<file path="config.mk">
export PLATFORM = sky130hd
export DESIGN_NAME = mem_bus_bridge
export DESIGN_NICKNAME = d
export VERILOG_FILES = /design/src/rtl/mem_bridge_pkg.sv /design/src/rtl/bridge_byte_merge.sv /design/src/rtl/mem_bus_bridge.sv
export SDC_FILE = /design/constraint.sdc
export NUM_CORES = 1
export LEC_CHECK = 0
export CELL_PAD_IN_SITES_DETAIL_PLACEMENT = 1
export CELL_PAD_IN_SITES_GLOBAL_PLACEMENT = 1
export CORE_UTILIZATION = 22
export DETAILED_ROUTE_END_ITERATION = 12
export PLACE_DENSITY = 0.84
export SKIP_LAST_GASP = 1
export SLEW_MARGIN = 20
export SYNTH_ARGS = -nofsm -noshare
export SYNTH_HDL_FRONTEND = slang
export SYNTH_SLANG_ARGS = --single-unit
</file>
<file path="constraint.sdc">
create_clock -name clk -period 4.2 [get_ports clk]
set_input_delay 0.84 -clock clk [delete_from_list [all_inputs] [get_ports clk]]
set_output_delay 0.84 -clock clk [all_outputs]
set_load 0.01 [all_outputs]
</file>
<file path="src/rtl/mem_bridge_pkg.sv">
// Shared types and helpers for the CPU-to-RAM bus bridge.
package mem_bridge_pkg;
  localparam int BYTE_LANES = 4;
  localparam int DATA_W     = 32;

  typedef enum logic [1:0] {IDLE, RD_WAIT, RMW_MERGE} state_t;

  function automatic logic be_full(input logic [BYTE_LANES-1:0] be);
    return &be;
  endfunction
endpackage

</file>
<file path="src/rtl/bridge_byte_merge.sv">
// Combinational byte-lane merge: lanes with be set take the new word, others keep the old.
module bridge_byte_merge
  import mem_bridge_pkg::*;
(
  input  logic [DATA_W-1:0]     old_word,
  input  logic [DATA_W-1:0]     new_word,
  input  logic [BYTE_LANES-1:0] be,
  output logic [DATA_W-1:0]     merged
);
  for (genvar i = 0; i < BYTE_LANES; i++) begin : g_lane
    assign merged[8*i +: 8] = be[i] ? new_word[8*i +: 8] : old_word[8*i +: 8];
  end
endmodule

</file>
<file path="src/rtl/mem_bus_bridge.sv">
// Byte-addressed waitrequest bus to word-addressed RAM bridge with read-modify-write.
// Optional address range check and sticky err flag under `BRIDGE_RANGE_CHECK_EN.
module mem_bus_bridge
  import mem_bridge_pkg::*;
#(
  parameter logic [31:0] ADDR_BASE   = 32'h0000_0000,
  parameter int          WORD_ADDR_W = 12
) (
  input  logic                   clk,
  input  logic                   rst_n,
  input  logic [31:0]            address,
  input  logic                   read,
  input  logic                   write,
  input  logic [DATA_W-1:0]      writedata,
  input  logic [BYTE_LANES-1:0]  byteenable,
  output logic                   waitrequest,
  output logic [DATA_W-1:0]      readdata,
  output logic                   err,
  output logic [WORD_ADDR_W-1:0] ram_address,
  output logic                   ram_read,
  output logic                   ram_write,
  output logic [DATA_W-1:0]      ram_writedata,
  input  logic [DATA_W-1:0]      ram_readdata
);
  state_t            state, next;
  logic [DATA_W-1:0] readdata_q, merged;
  logic [31:0]       offset;
  logic              in_range, oor, complete, rd_done, rd_c, wr_c;

  assign offset      = address - ADDR_BASE;
  assign ram_address = WORD_ADDR_W'(offset >> 2);

`ifdef BRIDGE_RANGE_CHECK_EN
  logic [32:0] limit;
  logic        err_q;
  assign limit    = {1'b0, ADDR_BASE} + (33'd4 << WORD_ADDR_W);
  assign in_range = (address >= ADDR_BASE) && ({1'b0, address} < limit);
  assign err      = err_q;
  always_ff @(posedge clk or negedge rst_n) begin
    if (!rst_n)   err_q <= 1'b0;
    else if (oor) err_q <= 1'b1;
  end
`else
  assign in_range = 1'b1;
  assign err      = 1'b0;
`endif

  bridge_byte_merge u_merge (
    .old_word (ram_readdata),
    .new_word (writedata),
    .be       (byteenable),
    .merged   (merged)
  );

  always_comb begin
    next     = state;
    rd_c     = 1'b0;
    wr_c     = 1'b0;
    complete = 1'b0;
    rd_done  = 1'b0;
    oor      = 1'b0;
    case (state)
      IDLE: begin
        // write takes priority; a simultaneous read is ignored
        if (write) begin
          if (!in_range) begin
            oor      = 1'b1;
            complete = 1'b1;
          end else if (byteenable == '0) begin
            complete = 1'b1;
          end else if (be_full(byteenable)) begin
            wr_c     = 1'b1;
            complete = 1'b1;
          end else begin
            rd_c = 1'b1;
            next = RMW_MERGE;
          end
        end else if (read) begin
          if (!in_range) begin
            oor      = 1'b1;
            complete = 1'b1;
          end else begin
            rd_c = 1'b1;
            next = RD_WAIT;
          end
        end
      end
      RD_WAIT: begin
        next = IDLE;
        if (read) begin
          rd_done  = 1'b1;
          complete = 1'b1;
        end
      end
      RMW_MERGE: begin
        next = IDLE;
        if (write) begin
          wr_c     = 1'b1;
          complete = 1'b1;
        end
      end
      default: next = IDLE;
    endcase
  end

  // strobes are forced quiet while reset is held, independent of state
  assign ram_read      = rst_n & rd_c;
  assign ram_write     = rst_n & wr_c;
  assign waitrequest   = ~rst_n | ((read | write) & ~complete);
  assign ram_writedata = (state == RMW_MERGE) ? merged : writedata;
  assign readdata      = (oor & ~write) ? '0 : (rd_done ? ram_readdata : readdata_q);

  always_ff @(posedge clk or negedge rst_n) begin
    if (!rst_n) begin
      state      <= IDLE;
      readdata_q <= '0;
    end else begin
      state <= next;
      if (rd_done) readdata_q <= ram_readdata;
    end
  end
endmodule

</file>
### Yosys cells after proc, flatten, opt, wreduce, memory -nomap -nowiden

Cells that the tools add are included.

* bits in registers: 34
* input port bits: 104
* output and inout port bits: 80
* word-level logic and storage cells: 43

* equality and inequality tests: 5
* multiplexer cells: 25
* bitwise logic cells: 7
* reduce and logical (&&, ||, !) cells: 4

Operators with widths (count)
* $mux 32: 2
* $mux 8: 4
* $mux 1: 12
* $mux 2: 5
* $ne 3x3->1 const B: 3
* $logic_not 4->1: 1
* $reduce_and 4->1: 1
* $and 1x1->1: 3
* $pmux 1 s3: 1
* $reduce_and 3->1: 1
* $eq 2x1->1 const B: 1
* $eq 2x2->1 const B: 1
* $logic_not 2->1: 1
* $not 1->1: 2
* $or 1x1->1: 2
* $pmux 1 s2: 1

### Depth between registers and ports, before layout

Gate-level depths: netlist (run 1).

* word-level depth: 8
* depth in mapped cells: 4

### Modules after synthesis

From an unflattened synthesis (run 1), not the netlist that was laid out.

* cell total of the unflattened synthesis: 170
* area total of the unflattened synthesis: 2516.2 µm²

By module, submodules not included
* mem_bus_bridge: instances 1, cells an instance 134, area an instance 1990.7 µm², sequential area each 850.8 µm²
* bridge_byte_merge: instances 1, cells an instance 36, area an instance 525.5 µm², sequential area each 0.0 µm²

### Worst setup path before layout (run 1)

OpenSTA, ideal clock, no wires.

* path kind: input to output
* start point: input port byteenable[3]
* end point: output port waitrequest
* data arrival time: 1.609 ns
* required time: 3.360 ns
* path slack: 1.751 ns
* stages: 3
* cells stage by stage: or4_4 > a21oi_2 > o21ai_1

* longest elaborated chain between the ends: 8
* elaborated cells between the ends (all ways): 9

Ends and longest elaborated chain
* start: declaration: line mem_bus_bridge.sv:15 `input logic [BYTE_LANES-1:0] byteenable,`
* $reduce_and 4->1: line mem_bridge_pkg.sv:9 `return &be;`
* $mux 1: line mem_bus_bridge.sv:71 `end else if (be_full(byteenable)) begin`
* $mux 1 (*): line mem_bus_bridge.sv:69 `end else if (byteenable == '0) begin`
* $mux 1 (*): line mem_bus_bridge.sv:65 `if (write) begin`
* $pmux 1 s3 (*): line mem_bus_bridge.sv:62 `case (state)`
* $not 1->1 (*): line mem_bus_bridge.sv:109 `assign waitrequest = ~rst_n | ((read | write) & ~complete);`
* $and 1x1->1 (*): line mem_bus_bridge.sv:109
* $or 1x1->1 (*): line mem_bus_bridge.sv:109
* end: declaration: line mem_bus_bridge.sv:16 `output logic waitrequest,`

Every way passes the cells marked *; elsewhere a longest branch is shown, timed or not.

### Worst setup path in the final report (run 1)

* start point: input port read
* end point: output port readdata[18]

* longest elaborated chain between the ends: 3

Ends and longest elaborated chain
* start: declaration: line mem_bus_bridge.sv:12 `input logic read,`
* $mux 1: line mem_bus_bridge.sv:90 `if (read) begin`
* $mux 1: line mem_bus_bridge.sv:62
* $mux 32
* end: declaration: line mem_bus_bridge.sv:17 `output logic [DATA_W-1:0] readdata,`

Every way passes these cells.

==> results of run 1 <==
-- cell type report --
type,instances,area [sq um],area share (%)
sequential,34,851,25.3
multi-input combinational,84,886,26.4
clock buffer,7,86.3,2.57
timing repair buffer,141,1400,41.7
clock inverter,1,5.00,0.149
tap,105,131,3.91
-- metrics by stage --
step	worst slack (ps)	cells
CTS	557	372
detailed placement	565	364
floorplan	1750	135
finish	605	372
global placement	585	364
global route	493	372
-- path summary, 6_finish.rpt --
kind | depth (start not counted) | from | slack (ps) | to
hold reg to reg | 1 | readdata_q[2] | 490 | readdata_q[2]
setup / recovery | 5 | read | 610 | readdata[18]
hold / removal | 1 | rst_n | 410 | readdata_q[26]
max in group asynchronous | 2 | rst_n | 3160 | readdata_q[5]
min in group clk | 1 | readdata_q[2] | 490 | readdata_q[2]
setup reg to reg | 3 | state[1] | 2650 | readdata_q[18]
-- cell families (layout without fill, tap and decap cells) --
kind of cell | after synthesis | in the layout
compound gates | 5 | 5
buf+inv | 17 | 149
flops | 34 | 34
mux | 64 | 64
other cells | 1 | 1
simple gates | 14 | 14
-- flip-flops by register name, indices dropped and copies added (netlist names) --
register    count
state           2
readdata_q     32
-- cell usage in the layout, fill, tap and decap left out, drive strengths merged --
cell type / count
nand2b: 2
a41oi: 1
clkbuf: 7
clkinv: 1
a21oi: 1
conb: 1
mux2: 64
nand3b: 2
dfrtp: 34
clkdlybuf4s50: 137
nor4b: 1
nor2: 6
buf: 4
or4: 1
o21ai: 3
nand2: 2
-- synth_stat cells (all sizes together) --
master,n
a41oi,1
a21oi,1
nand2,2
nand2b,2
nor2,6
mux2,64
nor4b,1
o21ai,3
buf,17
or4,1
conb,1
dfrtp,34
nand3b,2
-- worst register-to-register path, delay by kind of cell, from the launching register on --
family,cells,cell delay (ps)
buf+inv,1,310
mux,1,310
flops,1,410
simple gates,1,400
-- power by group --
part	internal (mW)	switching, mW
sequential	0.426	0.0237
combinational	0.373	0.220
clock	0.132	0.118
total	0.931	0.362
-- layer usage --
metal	vias up	GRT usage [%]	share of wire, %
met2	82	24.0	55
met1	781	12.5	34
li1	732	-	-
met4	0	3.21	0.84
met5	-	0	0
met3	7	4.51	9.5
==> impl_metrics.py, run 1 <==
metrics = {
    "outcome": {
        "result_of_the_run": "complete, no violations",
    },
    "logic_synthesis": {
        "area_fraction_in_and_or_nand_and_nor_cells_after_synthesis_pct": 6.87,
        "multiplexer_fraction_of_the_synthesized_cell_area_pct": 38.4,
        "synth-seq-cells": 34,
        "yosys.area_share.xor_xnor_pct": 0,
        "combinational_family_with_the_most_area_after_synthesis": "multiplexers",
        "synth_adder_area_share_pct": 0,
        "syn_area_per_cell_sq_um": 13.9,
        "seq_area_frac_synth_pct": 45.4,
        "netlist_top_cells_area": "sky130_fd_sc_hd__dfrtp_1 45%, sky130_fd_sc_hd__mux2_2 37%, sky130_fd_sc_hd__buf_4 5.6%",
        "synth_top_cell_by_area": "sky130_fd_sc_hd__dfrtp_1",
        "mappedNetlistNets": 239,
        "yosys_warnings": 0,
        "synth_top_area_share_pct": 45.4,
        "netlist_instances": 135,
        "synth-compound-area-share_pct": 1.73,
        "netlist_area_sq_mm": 0.00188,
        "ys_types": 19,
    },
    "timing": {
        "finalSetupViolCount": 0,
        "post_route_clock_period_utilization_pct": 85.6,
        "post-route-min-period_ps": 3590,
        "final.hold.worst_slack_ps": 414,
        "rsz0062_at_grt": "false",
        "drv_slew": 0,
        "max_freq_ghz": 0.278,
        "final_hold_viol_count": 0,
        "tightest_slew_ps": 601,
        "skew_ps": 3.31,
        "max_slew_headroom_at_the_worst_pin_pct": 59.9,
        "totalNegativeSetupSlack_ps": 0,
    },
    "floorplan": {
        "io_pins": 184,
        "die_width_um": 94.3,
        "initial_core_util_pct": 22.8,
        "design.die.area_sq_mm": 0.00890,
        "core_sq_mm": 0.00822,
        "die_y_um": 94.3,
        "num_rows": 33,
    },
    "final_layout": {
        "area_delta_synth_final_pct": 79.1,
        "fillCellCount": 874,
        "finalNetCount": 370,
        "n_antenna_cell": 0,
        "final_layout_size_suffix_gt1_share_pct": 30.0,
        "finalCoreUtilization_pct": 40.9,
        "layout.cell_area.non_filler_sq_mm": 0.00336,
    },
    "detailed_routing": {
        "drt-total-wl_um": 5500,
        "drt_first_pass_iters": 2,
        "vias_per_cell": 4.31,
        "drc_errors": 0,
        "avgRoutedWirePerCell_um": 14.8,
        "detail_route.iter0.violations": 22,
        "postRouteAntennaNets": 0,
        "num_vias": 1602,
    },
    "clock_tree": {
        "clk_transition_reported_paths_ps": 70,
        "cts-root-to-sink-buffers": 2,
        "cts_made_buffers": 5,
        "numClockSinks": 34,
        "tritoncts": "built",
        "cts_root_buffer": "sky130_fd_sc_hd__clkbuf_8",
        "cts_h_tree_lvls": 2,
        "cts_hold_buffers": 0,
        "post_cts_resized": 0,
        "insertion_delay_ps": 280,
        "post-cts-setup-buffers": 0,
    },
    "flow_run": {
        "maxCapViolations": 0,
    },
    "grt": {
        "grt_pass1_wl_um": 8580,
        "globalRouteOverflowTotal": 0,
        "grt_use_total_pct": 12.5,
        "maximum_number_of_pins_on_one_net_before_global_route_repair": 28,
        "first_global_vias": 1778,
        "antenna_violations_before_repair": 0,
    },
    "worst_setup_path": {
        "worst_setup_path_start_kind": "input port",
        "cp-end-kind": "output port",
        "critical_path.most_common_cell": "sky130_fd_sc_hd__clkdlybuf4s50_1",
        "path_class": "in -> out",
        "critical_path_peak_fanout": 15,
        "critPathTopFamily": "buffers and inverters",
        "required_time_at_the_endpoint_of_the_critical_path_ps": 3360,
        "cpMaxStageDelayCell": "sky130_fd_sc_hd__clkdlybuf4s50_1",
        "crit_path_cell_trace": "clkdlybuf4s50_1 -> nand3b_2 -> buf_4 -> mux2_2 -> clkdlybuf4s50_1",
        "critPathBufInv": 3,
        "worst-endpoint-arrival_ps": 2750,
        "cpPeakStageDelay_ps": 490,
    },
    "place": {
        "io_buffers": 138,
        "gp_congestion": 0.658,
        "dp_hpwl_um": 4460,
        "post_dp_cell_area_sq_mm": 0.00327,
    },
    "power": {
        "cellLeakagePower_nw": 1.34,
        "power.total_mw": 1.29,
        "power.density_cell_area_mw_per_mm2": 385,
        "power.ir.vdd_worst_uv": 132,
    },
    "hold_path": {
        "hold_path_class": "in -> async",
    },
}
Power figures use the tool's default switching activity.
==> run 2, diff against run 1 <==
--- a/config.mk
+++ b/config.mk
@@ -7,6 +7,7 @@
 export LEC_CHECK = 0
 export CELL_PAD_IN_SITES_DETAIL_PLACEMENT = 1
 export CELL_PAD_IN_SITES_GLOBAL_PLACEMENT = 1
+export CORE_ASPECT_RATIO = 1.1
 export CORE_UTILIZATION = 22
 export DETAILED_ROUTE_END_ITERATION = 12
 export PLACE_DENSITY = 0.84
==> impl_metrics.py, run 2 (synthesis results as in run 1) <==
metrics = {
    "outcome": {
        "result_of_the_run": "complete, no violations",
    },
    "worst_setup_path": {
        "cpPeakStageDelay_ps": 600,
        "worst-endpoint-arrival_ps": 2720,
        "critical_path_depth": 5,
        "critical_path.most_common_cell": "sky130_fd_sc_hd__clkdlybuf4s50_1",
        "cp-end-kind": "output port",
        "cpMaxStageDelayCell": "sky130_fd_sc_hd__clkdlybuf4s50_1",
        "reg2reg_setup_slack_ps": 2890,
        "critPathTopFamily": "buffers and inverters",
        "worst_setup_path_start_kind": "input port",
        "path_class": "in -> out",
        "critical_path_peak_fanout": 3,
        "critPathBufInv": 2,
        "required_time_at_the_endpoint_of_the_critical_path_ps": 3360,
        "worst_r2r_path_depth": 3,
        "crit_path_cell_trace": "clkdlybuf4s50_1 -> a41oi_1 -> nand2_1 -> o21ai_0 -> clkdlybuf4s50_1",
    },
    "clock_tree": {
        "numClockSinks": 34,
        "clk_transition_reported_paths_ps": 70,
        "cts_hold_buffers": 0,
        "cts_root_buffer": "sky130_fd_sc_hd__clkbuf_8",
        "insertion_delay_ps": 280,
        "cts_h_tree_lvls": 2,
        "cts_made_buffers": 5,
        "tritoncts": "built",
        "post-cts-setup-buffers": 0,
        "cts-root-to-sink-buffers": 2,
        "post_cts_resized": 0,
    },
    "detailed_routing": {
        "routedLengthMet1_um": 2140,
        "postRouteAntennaNets": 0,
        "drt_first_pass_iters": 2,
        "detail_route.iter0.violations": 10,
        "routed-wl-met2_um": 3250,
        "dr.max_layer_used": "met4",
        "num_vias": 1619,
        "avgRoutedWirePerCell_um": 15.8,
        "wl_met3_um": 452,
        "drc_errors": 0,
        "vias_per_cell": 4.32,
        "drt-total-wl_um": 5930,
    },
    "place": {
        "dp_hpwl_um": 4720,
        "pre_cts_ws_ps": 619,
        "post_dp_cell_area_sq_mm": 0.00327,
        "gp_congestion": 0.653,
        "io_buffers": 138,
        "placed_cells": 367,
    },
    "timing": {
        "totalNegativeSetupSlack_ps": 0,
        "finalSetupViolCount": 0,
        "max_freq_ghz": 0.281,
        "final_hold_viol_count": 0,
        "skew_ps": 2.74,
        "final.hold.worst_slack_ps": 352,
        "rsz0062_at_grt": "false",
        "post_route_clock_period_utilization_pct": 84.7,
        "post-route-min-period_ps": 3560,
        "drv_slew": 0,
        "setup_ws_ps": 642,
        "max_slew_headroom_at_the_worst_pin_pct": 60.8,
        "tightest_slew_ps": 588,
    },
    "grt": {
        "globalRouteOverflowTotal": 0,
        "grt_use_total_pct": 13.6,
        "maximum_number_of_pins_on_one_net_before_global_route_repair": 34,
        "grt_pass1_wl_um": 9620,
        "first_global_vias": 1857,
        "antenna_violations_before_repair": 0,
    },
    "hold_path": {
        "hold_path_class": "in -> async",
    },
    "flow_run": {
        "maxCapViolations": 0,
    },
    "power": {
        "cellLeakagePower_nw": 1.35,
        "power.total_mw": 1.33,
        "power.density_cell_area_mw_per_mm2": 394,
        "power.ir.vdd_worst_uv": 153,
    },
    "final_layout": {
        "n_antenna_cell": 0,
        "final_common_cell": "sky130_fd_sc_hd__clkdlybuf4s50_1",
        "final_layout_size_suffix_gt1_share_pct": 30.3,
        "fillCellCount": 876,
        "area_delta_synth_final_pct": 80.3,
        "finalNetCount": 370,
        "reg_with_most_ffs": "readdata_q",
        "registers_with_the_highest_flip_flop_counts": "readdata_q: 32 flops, state: 2 flops",
        "finalCoreUtilization_pct": 41.8,
        "layout.cell_area.non_filler_sq_mm": 0.00338,
        "most-common-layout-cells": "137 x sky130_fd_sc_hd__clkdlybuf4s50_1, 62 x sky130_fd_sc_hd__mux2_2, 34 x sky130_fd_sc_hd__dfrtp_1, 8 x sky130_fd_sc_hd__clkbuf_8, 3 x sky130_fd_sc_hd__buf_4",
        "final_cells": 375,
        "largest_register_ff_count": 32,
    },
    "floorplan": {
        "die_width_um": 90.0,
        "die_y_um": 98.8,
        "core_sq_mm": 0.00808,
        "design.die.area_sq_mm": 0.00890,
        "num_rows": 34,
        "io_pins": 184,
        "initial_core_util_pct": 23.2,
    },
}
[run 2: cell count changes in the layout (fill, tap and decap cells not counted), sizes merged]
| cell | previous run | this run |
|---|---|---|
| clkbuf | 7 | 8 |
| clkinv | 1 | 0 |
[run 2: layout make-up]
class / count / area [sq um] / share of cell area [%]
clock buffers: 8 / 110 / 3.26
multi-input cells: 84 / 886 / 26.2
flip-flops and latches: 34 / 851 / 25.2
well taps: 108 / 135 / 4.00
repair buffers: 141 / 1400 / 41.4
[run 2: metal layers]
metal	up-vias	global-route usage (%)
met5	-	0
met4	0	3.60
met3	11	4.32
met2	86	26.1
met1	793	14.3
li1	729	-
[run 2: where the power goes]
group	internal, mW	switching (mW)
logic	0.373	0.224
clock network	0.166	0.119
registers	0.426	0.0245
total	0.964	0.368
[run 2: worst paths after layout]
check	start	to
setup / recovery	byteenable[0]	ram_read
hold / removal	rst_n	state[1]
setup reg to reg	state[1]	readdata_q[4]
hold reg to reg	readdata_q[9]	readdata_q[9]
max in group asynchronous	rst_n	readdata_q[3]
min in group clk	readdata_q[9]	readdata_q[9]
==> run 3, diff against run 2 <==
--- a/config.mk
+++ b/config.mk
@@ -8,9 +8,9 @@
 export CELL_PAD_IN_SITES_DETAIL_PLACEMENT = 1
 export CELL_PAD_IN_SITES_GLOBAL_PLACEMENT = 1
 export CORE_ASPECT_RATIO = 1.1
-export CORE_UTILIZATION = 22
+export CORE_UTILIZATION = 21
 export DETAILED_ROUTE_END_ITERATION = 12
-export PLACE_DENSITY = 0.84
+export PLACE_DENSITY = 0.8
 export SKIP_LAST_GASP = 1
 export SLEW_MARGIN = 20
 export SYNTH_ARGS = -nofsm -noshare
==> constraint.sdc (replaced) <==
create_clock -name clk -period 3.6 [get_ports clk]
set_input_delay 0.72 -clock clk [delete_from_list [all_inputs] [get_ports clk]]
set_output_delay 0.72 -clock clk [all_outputs]
set_load 0.01 [all_outputs]
==> impl_metrics.py, run 3 (synthesis results as in run 1) <==
metrics = {
    "power": {
        "power.ir.vdd_worst_uv": 184,
        "cellLeakagePower_nw": 1.34,
        "power.density_cell_area_mw_per_mm2": 441,
    },
    "grt": {
        "grtUsageMet2_pct": 22.3,
        "top_usage_layer": "met2",
        "met1_track_utilization_from_global_routing_pct": 12.2,
        "first_global_vias": 1753,
        "antenna_violations_before_repair": 0,
        "globalRouteOverflowTotal": 0,
        "grt_pass1_wl_um": 8720,
        "m3_gr_usage_pct": 5.66,
        "grt_use_total_pct": 12.2,
        "maximum_number_of_pins_on_one_net_before_global_route_repair": 24,
    },
    "final_layout": {
        "finalNetCount": 371,
        "most-common-layout-cells": "137 x sky130_fd_sc_hd__clkdlybuf4s50_1, 62 x sky130_fd_sc_hd__mux2_2, 34 x sky130_fd_sc_hd__dfrtp_1, 5 x sky130_fd_sc_hd__clkbuf_8, 3 x sky130_fd_sc_hd__buf_4",
        "fillCellCount": 933,
        "n_antenna_cell": 0,
        "registers_with_the_highest_flip_flop_counts": "readdata_q: 32 flops, state: 2 flops",
        "finalCoreUtilization_pct": 39.5,
        "area_delta_synth_final_pct": 79.7,
        "final_cells": 378,
        "reg_with_most_ffs": "readdata_q",
        "seqCellArea_sq_um": 851,
        "multi_input_combinational_cell_area_sq_um": 886,
        "largest_register_ff_count": 32,
        "final_layout_size_suffix_gt1_share_pct": 29.6,
        "final_common_cell": "sky130_fd_sc_hd__clkdlybuf4s50_1",
    },
    "clock_tree": {
        "insertion_delay_ps": 280,
        "clk_transition_reported_paths_ps": 70,
        "cts_root_buffer": "sky130_fd_sc_hd__clkbuf_8",
        "post_cts_resized": 0,
        "cts_made_buffers": 5,
        "tritoncts": "built",
        "cts_hold_buffers": 0,
        "cts-root-to-sink-buffers": 2,
        "cts_h_tree_lvls": 2,
        "numClockSinks": 34,
        "post-cts-setup-buffers": 0,
    },
    "place": {
        "io_buffers": 138,
        "placed_cells": 371,
        "gp_congestion": 0.706,
        "dp_hpwl_um": 4630,
    },
    "floorplan": {
        "initial_core_util_pct": 22.0,
        "design.die.area_sq_mm": 0.00931,
        "io_pins": 184,
        "die_y_um": 101,
        "die_width_um": 92.1,
        "num_rows": 35,
        "core_sq_mm": 0.00854,
    },
    "timing": {
        "skew_ps": 2.94,
        "tightest_slew_ps": 577,
        "post-route-min-period_ps": 3290,
        "max_slew_headroom_at_the_worst_pin_pct": 61.6,
        "drv_slew": 0,
        "finalSetupViolCount": 0,
        "totalNegativeSetupSlack_ps": 0,
        "max_freq_ghz": 0.304,
        "final_hold_viol_count": 0,
        "post_route_clock_period_utilization_pct": 91.3,
        "rsz0062_at_grt": "false",
    },
    "detailed_routing": {
        "drc_errors": 0,
        "vias_per_cell": 4.27,
        "avgRoutedWirePerCell_um": 15.0,
        "num_vias": 1615,
        "drt-total-wl_um": 5690,
        "drt_first_pass_iters": 2,
        "detail_route.iter0.violations": 39,
        "postRouteAntennaNets": 0,
    },
    "worst_setup_path": {
        "worst_r2r_path_depth": 3,
        "critical_path_peak_fanout": 3,
        "r2r_start": "state[1]",
        "cp-end-kind": "output port",
        "reg2reg_setup_slack_ps": 2320,
        "worst-endpoint-arrival_ps": 2570,
        "path_class": "in -> out",
        "required_time_at_the_endpoint_of_the_critical_path_ps": 2880,
        "reg2reg_to": "readdata_q[19]",
        "worst_setup_path_start_kind": "input port",
    },
    "flow_run": {
        "maxCapViolations": 0,
    },
    "outcome": {
        "result_of_the_run": "complete, no violations",
    },
    "hold_path": {
        "hold_path_class": "in -> async",
    },
}
## run 3: metal layers
| metal | up-vias | share of wire, % | wire (um) |
|---|---|---|---|
| li1 | 734 | - | - |
| met1 | 772 | 35 | 2010 |
| met2 | 99 | 52 | 2970 |
| met3 | 10 | 11 | 608 |
| met4 | 0 | 1.7 | 97 |
| met5 | - | 0 | 0 |
## run 3: worst max-delay path: stages
cell and delay [ps]:
sky130_fd_sc_hd__clkdlybuf4s50_1 530, sky130_fd_sc_hd__a41oi_1 420, sky130_fd_sc_hd__nand2_1 130, sky130_fd_sc_hd__o21ai_0 190
sky130_fd_sc_hd__clkdlybuf4s50_1 570
## run 3: metrics by stage
step                      setup WS [ps]  instance area (sq um)  hold WS (ps)  power [mW]
after floorplan                    1390                   1880           424       0.822
after global placement              322                   3290           477        1.22
after detailed placement            290                   3290           481        1.24
after CTS                           287                   3370           277        1.52
after global routing                263                   3370           270        1.58
final                               313                   3370           280        1.48
## run 3: worst max path at each step
| stage | from | end | cells after the start |
|---|---|---|---|
| after floorplan | byteenable[3] | waitrequest | 3 |
| after global placement | byteenable[3] | waitrequest | 5 |
| after detailed placement | byteenable[0] | ram_read | 5 |
| after CTS | byteenable[0] | ram_read | 5 |
| after global routing | byteenable[0] | ram_read | 5 |
| final | byteenable[0] | ram_read | 5 |
## run 3: final cells by class
class                   count  area share [%]
repair buffers            142            42.1
multi-input cells          84            26.3
well taps                 111            4.12
flip-flops and latches     34            25.2
clock buffers               7            2.26
## run 3: where the power goes
part           switching (mW)  internal, mW
combinational           0.257         0.437
clock                   0.132         0.133
sequential             0.0288         0.497
total                   0.418          1.07
